===== src/rtl/spi_shift_master.sv =====
// Mode-0 SPI master shift engine. It is paced by edges of a divided reference
// (sclk_src_i) that is sampled in the clk_i domain and is never used as a clock.
`timescale 1ns/1ps
module spi_shift_master #(
  parameter int unsigned DATA_W = 8
) (
  input  logic              clk_i,
  input  logic              rst,
  input  logic              sclk_src_i,
  input  logic              start_i,
  input  logic [DATA_W-1:0] tx_data_i,
  input  logic              miso_i,
  output logic [DATA_W-1:0] rx_data_o,
  output logic              busy_o,
  output logic              done_o,
  output logic              cs_n_o,
  output logic              sclk_o,
  output logic              mosi_o
);

  localparam int unsigned CNT_W = $clog2(DATA_W + 1);

  typedef enum logic [1:0] {IDLE, ALIGN, SHIFT, FINISH} state_e;

  state_e              state_q, state_d;
  logic                src_q;
  logic                rise_c, fall_c;
  logic [DATA_W-1:0]   tx_sr_q, tx_sr_d;
  logic [DATA_W-1:0]   rx_sr_q, rx_sr_d;
  logic [CNT_W-1:0]    bit_cnt_q, bit_cnt_d;
  logic [DATA_W-1:0]   rx_data_q, rx_data_d;
  logic                busy_q, busy_d;
  logic                done_q, done_d;
  logic                cs_n_q, cs_n_d;
  logic                sclk_q, sclk_d;
  logic                mosi_q, mosi_d;

  // Reference edges; a stalled reference yields no edges, so the FSM simply holds.
  assign rise_c = sclk_src_i & ~src_q;
  assign fall_c = ~sclk_src_i & src_q;

  always_ff @(posedge clk_i or posedge rst) begin
    if (rst) begin
      state_q   <= IDLE;
      src_q     <= 1'b0;
      tx_sr_q   <= '0;
      rx_sr_q   <= '0;
      bit_cnt_q <= '0;
      rx_data_q <= '0;
      busy_q    <= 1'b0;
      done_q    <= 1'b0;
      cs_n_q    <= 1'b1;
      sclk_q    <= 1'b0;
      mosi_q    <= 1'b0;
    end else begin
      state_q   <= state_d;
      src_q     <= sclk_src_i;
      tx_sr_q   <= tx_sr_d;
      rx_sr_q   <= rx_sr_d;
      bit_cnt_q <= bit_cnt_d;
      rx_data_q <= rx_data_d;
      busy_q    <= busy_d;
      done_q    <= done_d;
      cs_n_q    <= cs_n_d;
      sclk_q    <= sclk_d;
      mosi_q    <= mosi_d;
    end
  end

  always_comb begin
    state_d   = state_q;
    tx_sr_d   = tx_sr_q;
    rx_sr_d   = rx_sr_q;
    bit_cnt_d = bit_cnt_q;
    rx_data_d = rx_data_q;
    busy_d    = busy_q;
    done_d    = 1'b0;
    cs_n_d    = cs_n_q;
    sclk_d    = sclk_q;
    mosi_d    = mosi_q;

    case (state_q)
      IDLE: begin
        if (start_i) begin
          tx_sr_d   = tx_data_i;
          mosi_d    = tx_data_i[DATA_W-1];
          cs_n_d    = 1'b0;
          busy_d    = 1'b1;
          sclk_d    = 1'b0;
          bit_cnt_d = '0;
          state_d   = ALIGN;
        end
      end
      // First fall guarantees a full low half-period of MOSI setup.
      ALIGN: begin
        if (fall_c) begin
          state_d = SHIFT;
        end
      end
      SHIFT: begin
        if (rise_c) begin
          sclk_d    = 1'b1;
          rx_sr_d   = {rx_sr_q[DATA_W-2:0], miso_i};
          bit_cnt_d = bit_cnt_q + CNT_W'(1);
        end else if (fall_c) begin
          sclk_d = 1'b0;
          if (bit_cnt_q == CNT_W'(DATA_W)) begin
            state_d = FINISH;
          end else begin
            tx_sr_d = {tx_sr_q[DATA_W-2:0], 1'b0};
            mosi_d  = tx_sr_q[DATA_W-2];
          end
        end
      end
      FINISH: begin
        rx_data_d = rx_sr_q;
        done_d    = 1'b1;
        cs_n_d    = 1'b1;
        busy_d    = 1'b0;
        state_d   = IDLE;
      end
      default: state_d = IDLE;
    endcase
  end

  assign rx_data_o = rx_data_q;
  assign busy_o    = busy_q;
  assign done_o    = done_q;
  assign cs_n_o    = cs_n_q;
  assign sclk_o    = sclk_q;
  assign mosi_o    = mosi_q;

endmodule


===== config.mk =====
export PLATFORM = sky130hd
export DESIGN_NAME = spi_shift_master
export DESIGN_NICKNAME = d
export VERILOG_FILES = /design/src/rtl/spi_shift_master.sv
export SDC_FILE = /design/constraint.sdc
export NUM_CORES = 1
export LEC_CHECK = 0
export BUFFER_PORTS_ARGS = -buffer_cell sky130_fd_sc_hd__buf_4
export CORE_UTILIZATION = 58
export CTS_BUF_LIST = sky130_fd_sc_hd__clkbuf_8
export DETAILED_ROUTE_END_ITERATION = 16
export GPL_ROUTABILITY_DRIVEN = 0
export GPL_TIMING_DRIVEN = 0
export MAX_ROUTING_LAYER = met4
export PLACE_DENSITY = 0.92
export SLEW_MARGIN = 20
export SYNTH_ARGS = -nofsm -noshare
export SYNTH_HDL_FRONTEND = slang
export SYNTH_SLANG_ARGS = --single-unit

===== constraint.sdc =====
create_clock -name clk_i -period 2.15 [get_ports clk_i]
set_clock_uncertainty 0.15 [all_clocks]
set_input_delay 0.645 -clock clk_i [delete_from_list [all_inputs] [get_ports clk_i]]
set_output_delay 0.645 -clock clk_i [all_outputs]
set_load 0.01 [all_outputs]

Yosys cells after proc, flatten, opt, wreduce, memory -nomap -nowiden
Index checks and enable logic that the tools add are counted.
{"block": "classes", "addsub": 1, "multipliers": 0, "div": 0, "order_cmp": 0, "eq_ne": 12, "shifts": 0, "n_mux": 27, "bitwise": 4, "n_reduce_logical": 9}
{"op": "$mux W7", "count": 4}
{"op": "$ne A2 B2 Y1 const B", "count": 7}
{"op": "$pmux W7 S2", "count": 1}
{"op": "$mux W2", "count": 5}
{"op": "$reduce_and A5 Y1", "count": 2}
{"op": "$mux W1", "count": 9}
{"op": "$mux W4", "count": 2}
{"op": "$pmux W1 S2", "count": 4}
{"op": "$pmux W2 S4", "count": 1}
{"op": "$pmux W4 S2", "count": 1}
{"op": "$reduce_and A3 Y1", "count": 2}
{"op": "$add A4 B1 Y4 const B", "count": 1}
{"op": "$eq A2 B2 Y1 const B", "count": 2}
{"op": "$eq A4 B4 Y1 const B", "count": 1}
{"op": "$reduce_and A2 Y1", "count": 2}
{"op": "$reduce_bool A2 Y1", "count": 2}
{"op": "$ne A3 B3 Y1 const B", "count": 1}
{"op": "$and A1 B1 Y1", "count": 2}
{"op": "$eq A2 B1 Y1 const B", "count": 1}
{"op": "$logic_not A2 Y1", "count": 1}
{"op": "$not A1 Y1", "count": 2}
{"block": "word_totals", "regBits": 35, "latchBits": 0, "ram_bits": 0, "rom_bits": 0, "input_bits": 13, "output_inout_bits": 13, "elab_cells": 64, "mem_count": 0}

Longest topological paths before layout
{"block": "depth", "depth_word": 5, "ltp_mapped": 8, "ltp_nobuf": 6}

Least setup slack after synthesis
No wires, ideal clock.
{"block": "synth_path", "kind": "in2reg", "startpoint": "in sclk_src_i", "endpoint": "reg state_q[1]", "setup_ps": 125, "t_arrival_ps": 1776, "required_time_ps": 1875, "path_slack_ps": 100, "stages": 5, "n_path_buf": 1, "cell_sequence": "ha_1 > buf_2 > nand2b_1 > o31ai_1 > mux2_2"}
{"block": "synth_between", "elab_chain_len": 4, "elab_cells_between_ends": 7, "classes_between": "eq/ne: 3; bitwise: 3; reduce/logical: 1"}
{"element": "from (decl)", "line_no": "9", "source": "input logic sclk_src_i,"}
{"element": "$not A1 Y1", "line_no": "40", "source": "assign fall_c = ~sclk_src_i & src_q;"}
{"element": "$and A1 B1 Y1", "line_no": "40"}
{"element": "$ne A2 B2 Y1 (no line)"}
{"element": "$reduce_and A5 Y1 (no line) (*)"}
{"element": "to (signal assigned)", "line_no": "56", "source": "state_q <= state_d;"}
{"element": "to (decl)", "line_no": "25", "source": "state_e state_q, state_d;"}
Mark *: on every way between the ends. The rest lies on a longest branch, timed or not.
A chain may end at the register's enable or synchronous reset.

Final worst setup path
Same ends and word-level chain as after synthesis.

==> impl_metrics.csv <==
group,metric,value,unit
logic_synthesis,syn-instance-count,138,
timing,final_max_slew_viol_count,0,
clocking,clockBufferDepth,2,
cells_and_area,design_area,1990,sq um
status,status,"completed",
cells_and_area,syn_to_final_growth,19.1,%
timing,setup_viol_count_final,0,
logic_synthesis,synthFlopType,"dfrtp_1",
floorplanning,ios,26,
timing,final-hold-violation-count,0,
logic_synthesis,ys_seq_area_frac,0.526,
floorplanning,start_util,0.610,
placed_design,pre_cts_slack,-0.160,ns
clocking,ctsResizeCount,0,
clocking,clk_pin_slew,0.08,ns
worst_setup_path,crit_chain,"buf_4, ha_1, buf_2, nand2b_1, o31ai_1, mux2_2",
power_and_ir_drop,p_leak,0.972,nW
logic_synthesis,ys_async_sr_fraction,1.00,
timing,slew_headroom,0.532,
worst_setup_path,cp-start-kind,"input port",
cells_and_area,drive_gt1_frac,0.374,
floorplanning,fp.dieW,55.6,microns
placed_design,dp_hpwl,2210,microns
clocking,ctsRootBufferMaster,"clkbuf_8",
clocking,htree_levels,2,
power_and_ir_drop,finalPower,2.76,mW
detailed_routing,wirelength,3110,microns
grt,first_global_vias,1156,
logic_synthesis,yosysWarnings,0,
timing,fin_crit,2.01,ns
detailed_routing,ant_nets,0,
worst_setup_path,path_class,"input port to flop",
logic_synthesis,synth.avg_cell_area,12.1,sq um
grt,grt_first_pass_wirelength,5310,microns
timing,max_freq,0.499,GHz
detailed_routing,vias_per_cell,5.84,
detailed_routing,vias,1180,
detailed_routing,first_pass_iters,4,
timing,hold_ws,0.317,ns
worst_setup_path,required,2.18,ns
timing,timing.final.crit_share,0.933,
logic_synthesis,synth_nets,160,
placed_design,portBuffers,25,
detailed_routing,drcViolationCount,0,
worst_setup_path,crit_arrival,2.04,ns
cells_and_area,fill_cells,188,
logic_synthesis,synth_edf_count,0,
floorplanning,die_h,55.6,microns
detailed_routing,drt_iter0_drc,68,
detailed_routing,detail_route.wl_per_cell,15.4,microns
floorplanning,die_area,3090,sq um
worst_hold_path,min_path_type,"input port to async pin",
power_and_ir_drop,powerDensity,1390,nW/um^2
worst_setup_path,crit_slowest_cell,"mux2_2",
worst_setup_path,cp_max_fo,9,
clocking,post_cts_buffers,0,
worst_setup_path,crit_path_end_kind,"flop",
grt,grt_max_degree,36,
logic_synthesis,synth-seq-cells,35,
floorplanning,rows,19,
clocking,hold_buffers,0,
run,maxCapViolations,0,
clocking,cts_tree,"built",
placed_design,dpl_cell_area,1890,sq um
clocking,clkSinkCount,35,
grt,grt-ovfl-total,0,
power_and_ir_drop,peakVddDrop,951,uV
logic_synthesis,synth.distinct_cells,34,
cells_and_area,fin_util,0.726,
worst_setup_path,cp.buffers_inverters,2,
timing,worstMarginPinSlew,0.701,ns
worst_setup_path,critical-path-top-delay-family,"multiplexers",
cells_and_area,diodes,0,
timing,rsz0062_at_grt,"false",
grt,grt.total_usage,0.230,
floorplanning,fp.coreArea,2730,sq um
timing,setup_ws,0.144,ns
grt,antenna_found_initial,0,
clocking,clk-insertion-delay-late,0.29,ns
logic_synthesis,syn_area,1670,sq um
worst_setup_path,max_stage_delay,0.38,ns
clocking,numCtsBuffers,5,
cells_and_area,nNetsFinal,192,
## registers in the layout, indices dropped and copies added (netlist names)
register,flops
rx_data_o,8
rx_sr_q,8
tx_sr_q,7
bit_cnt_q,4
state_q,2
busy_o,1
cs_n_o,1
done_o,1
mosi_o,1
sclk_o,1
src_q,1
## report_power, final
| group | internal, mW | leakage (nW) | switching [mW] |
|---|---|---|---|
| Clock | 0.231 | 0.0408 | 0.261 |
| Sequential | 0.918 | 0.438 | 0.170 |
| Combinational | 0.616 | 0.493 | 0.564 |
## cells in the final DEF, fill, tap and decap left out, types with 2 or more instances in the layout
cell type    n
nand3_1      2
a21oi_1      3
a2bb2oi_1    4
nor3_1       2
inv_1        9
o22ai_1      6
a22o_1       5
clkbuf_8     5
a21o_1       2
nand2_1      8
buf_4       25
ha_1         9
nor2_1       5
a21oi_2      2
mux2_2      17
nand3b_1     2
buf_2        3
o21ai_0      6
dfrtp_1     34
clkinvlp_4   2
o2bb2ai_1    2
## cell families after synthesis
group / synth area share
AND/OR/NAND/NOR: 0.0833
multiplexers: 0.123
adder cells (fa/ha/maj): 0.0676
flip-flops: 0.526
AO/OA/AOI/OAI: 0.159
buffers and inverters: 0.0405
## cell type report
class | count | area (sq um) | area share
inverter | 10 | 37.5 | 0.0189
tap | 31 | 38.8 | 0.0195
clock inverter | 3 | 23.8 | 0.0120
sequential | 35 | 877 | 0.442
multi-input combinational | 88 | 722 | 0.364
clock buffer | 5 | 68.8 | 0.0347
buffer | 5 | 30.0 | 0.0151
timing repair buffer | 25 | 188 | 0.0945
## synth_stat cells, types with 2 or more instances
master / instances / area, sq um
a2bb2oi_1: 4 / 35.0
a21oi_1: 3 / 15.0
dfrtp_1: 34 / 851
o22ai_1: 6 / 37.5
nor3_1: 2 / 10.0
a21oi_2: 2 / 17.5
o2bb2ai_1: 2 / 17.5
a21o_1: 2 / 15.0
nor2_1: 5 / 18.8
inv_1: 10 / 37.5
o21ai_0: 6 / 30.0
buf_2: 3 / 15.0
nand3b_1: 2 / 15.0
nand2_1: 8 / 30.0
mux2_2: 17 / 191
a22o_1: 5 / 43.8
ha_1: 9 / 113
nand3_1: 2 / 10.0
## final timing paths
check                            from  slack, ns  depth (start not counted)         end
min in group clk_i         sclk_src_i       0.33                          1       src_q
max in group asynchronous         rst       1.07                          2      done_o
setup / recovery           sclk_src_i       0.14                          6  state_q[1]
hold reg to reg                busy_o       0.36                          2      busy_o
setup reg to reg           state_q[0]       0.14                          6  state_q[1]
hold / removal                    rst       0.32                          2  tx_sr_q[1]
## layer usage
layer	routed length [microns]	global-route usage	up-vias
li1	-	-	556
met1	1330	0.278	587
met2	1600	0.380	29
met3	115	0.0512	8
met4	60	0.0857	0
met5	0	-	-
## stage by stage
step / std cells / setup TNS [ns]
floorplan: 138 / 0
global placement: 194 / -0.105
detailed placement: 194 / -0.184
CTS: 202 / 0
global route: 202 / 0
finish: 202 / 0
(Power assumes the default switching activity.)
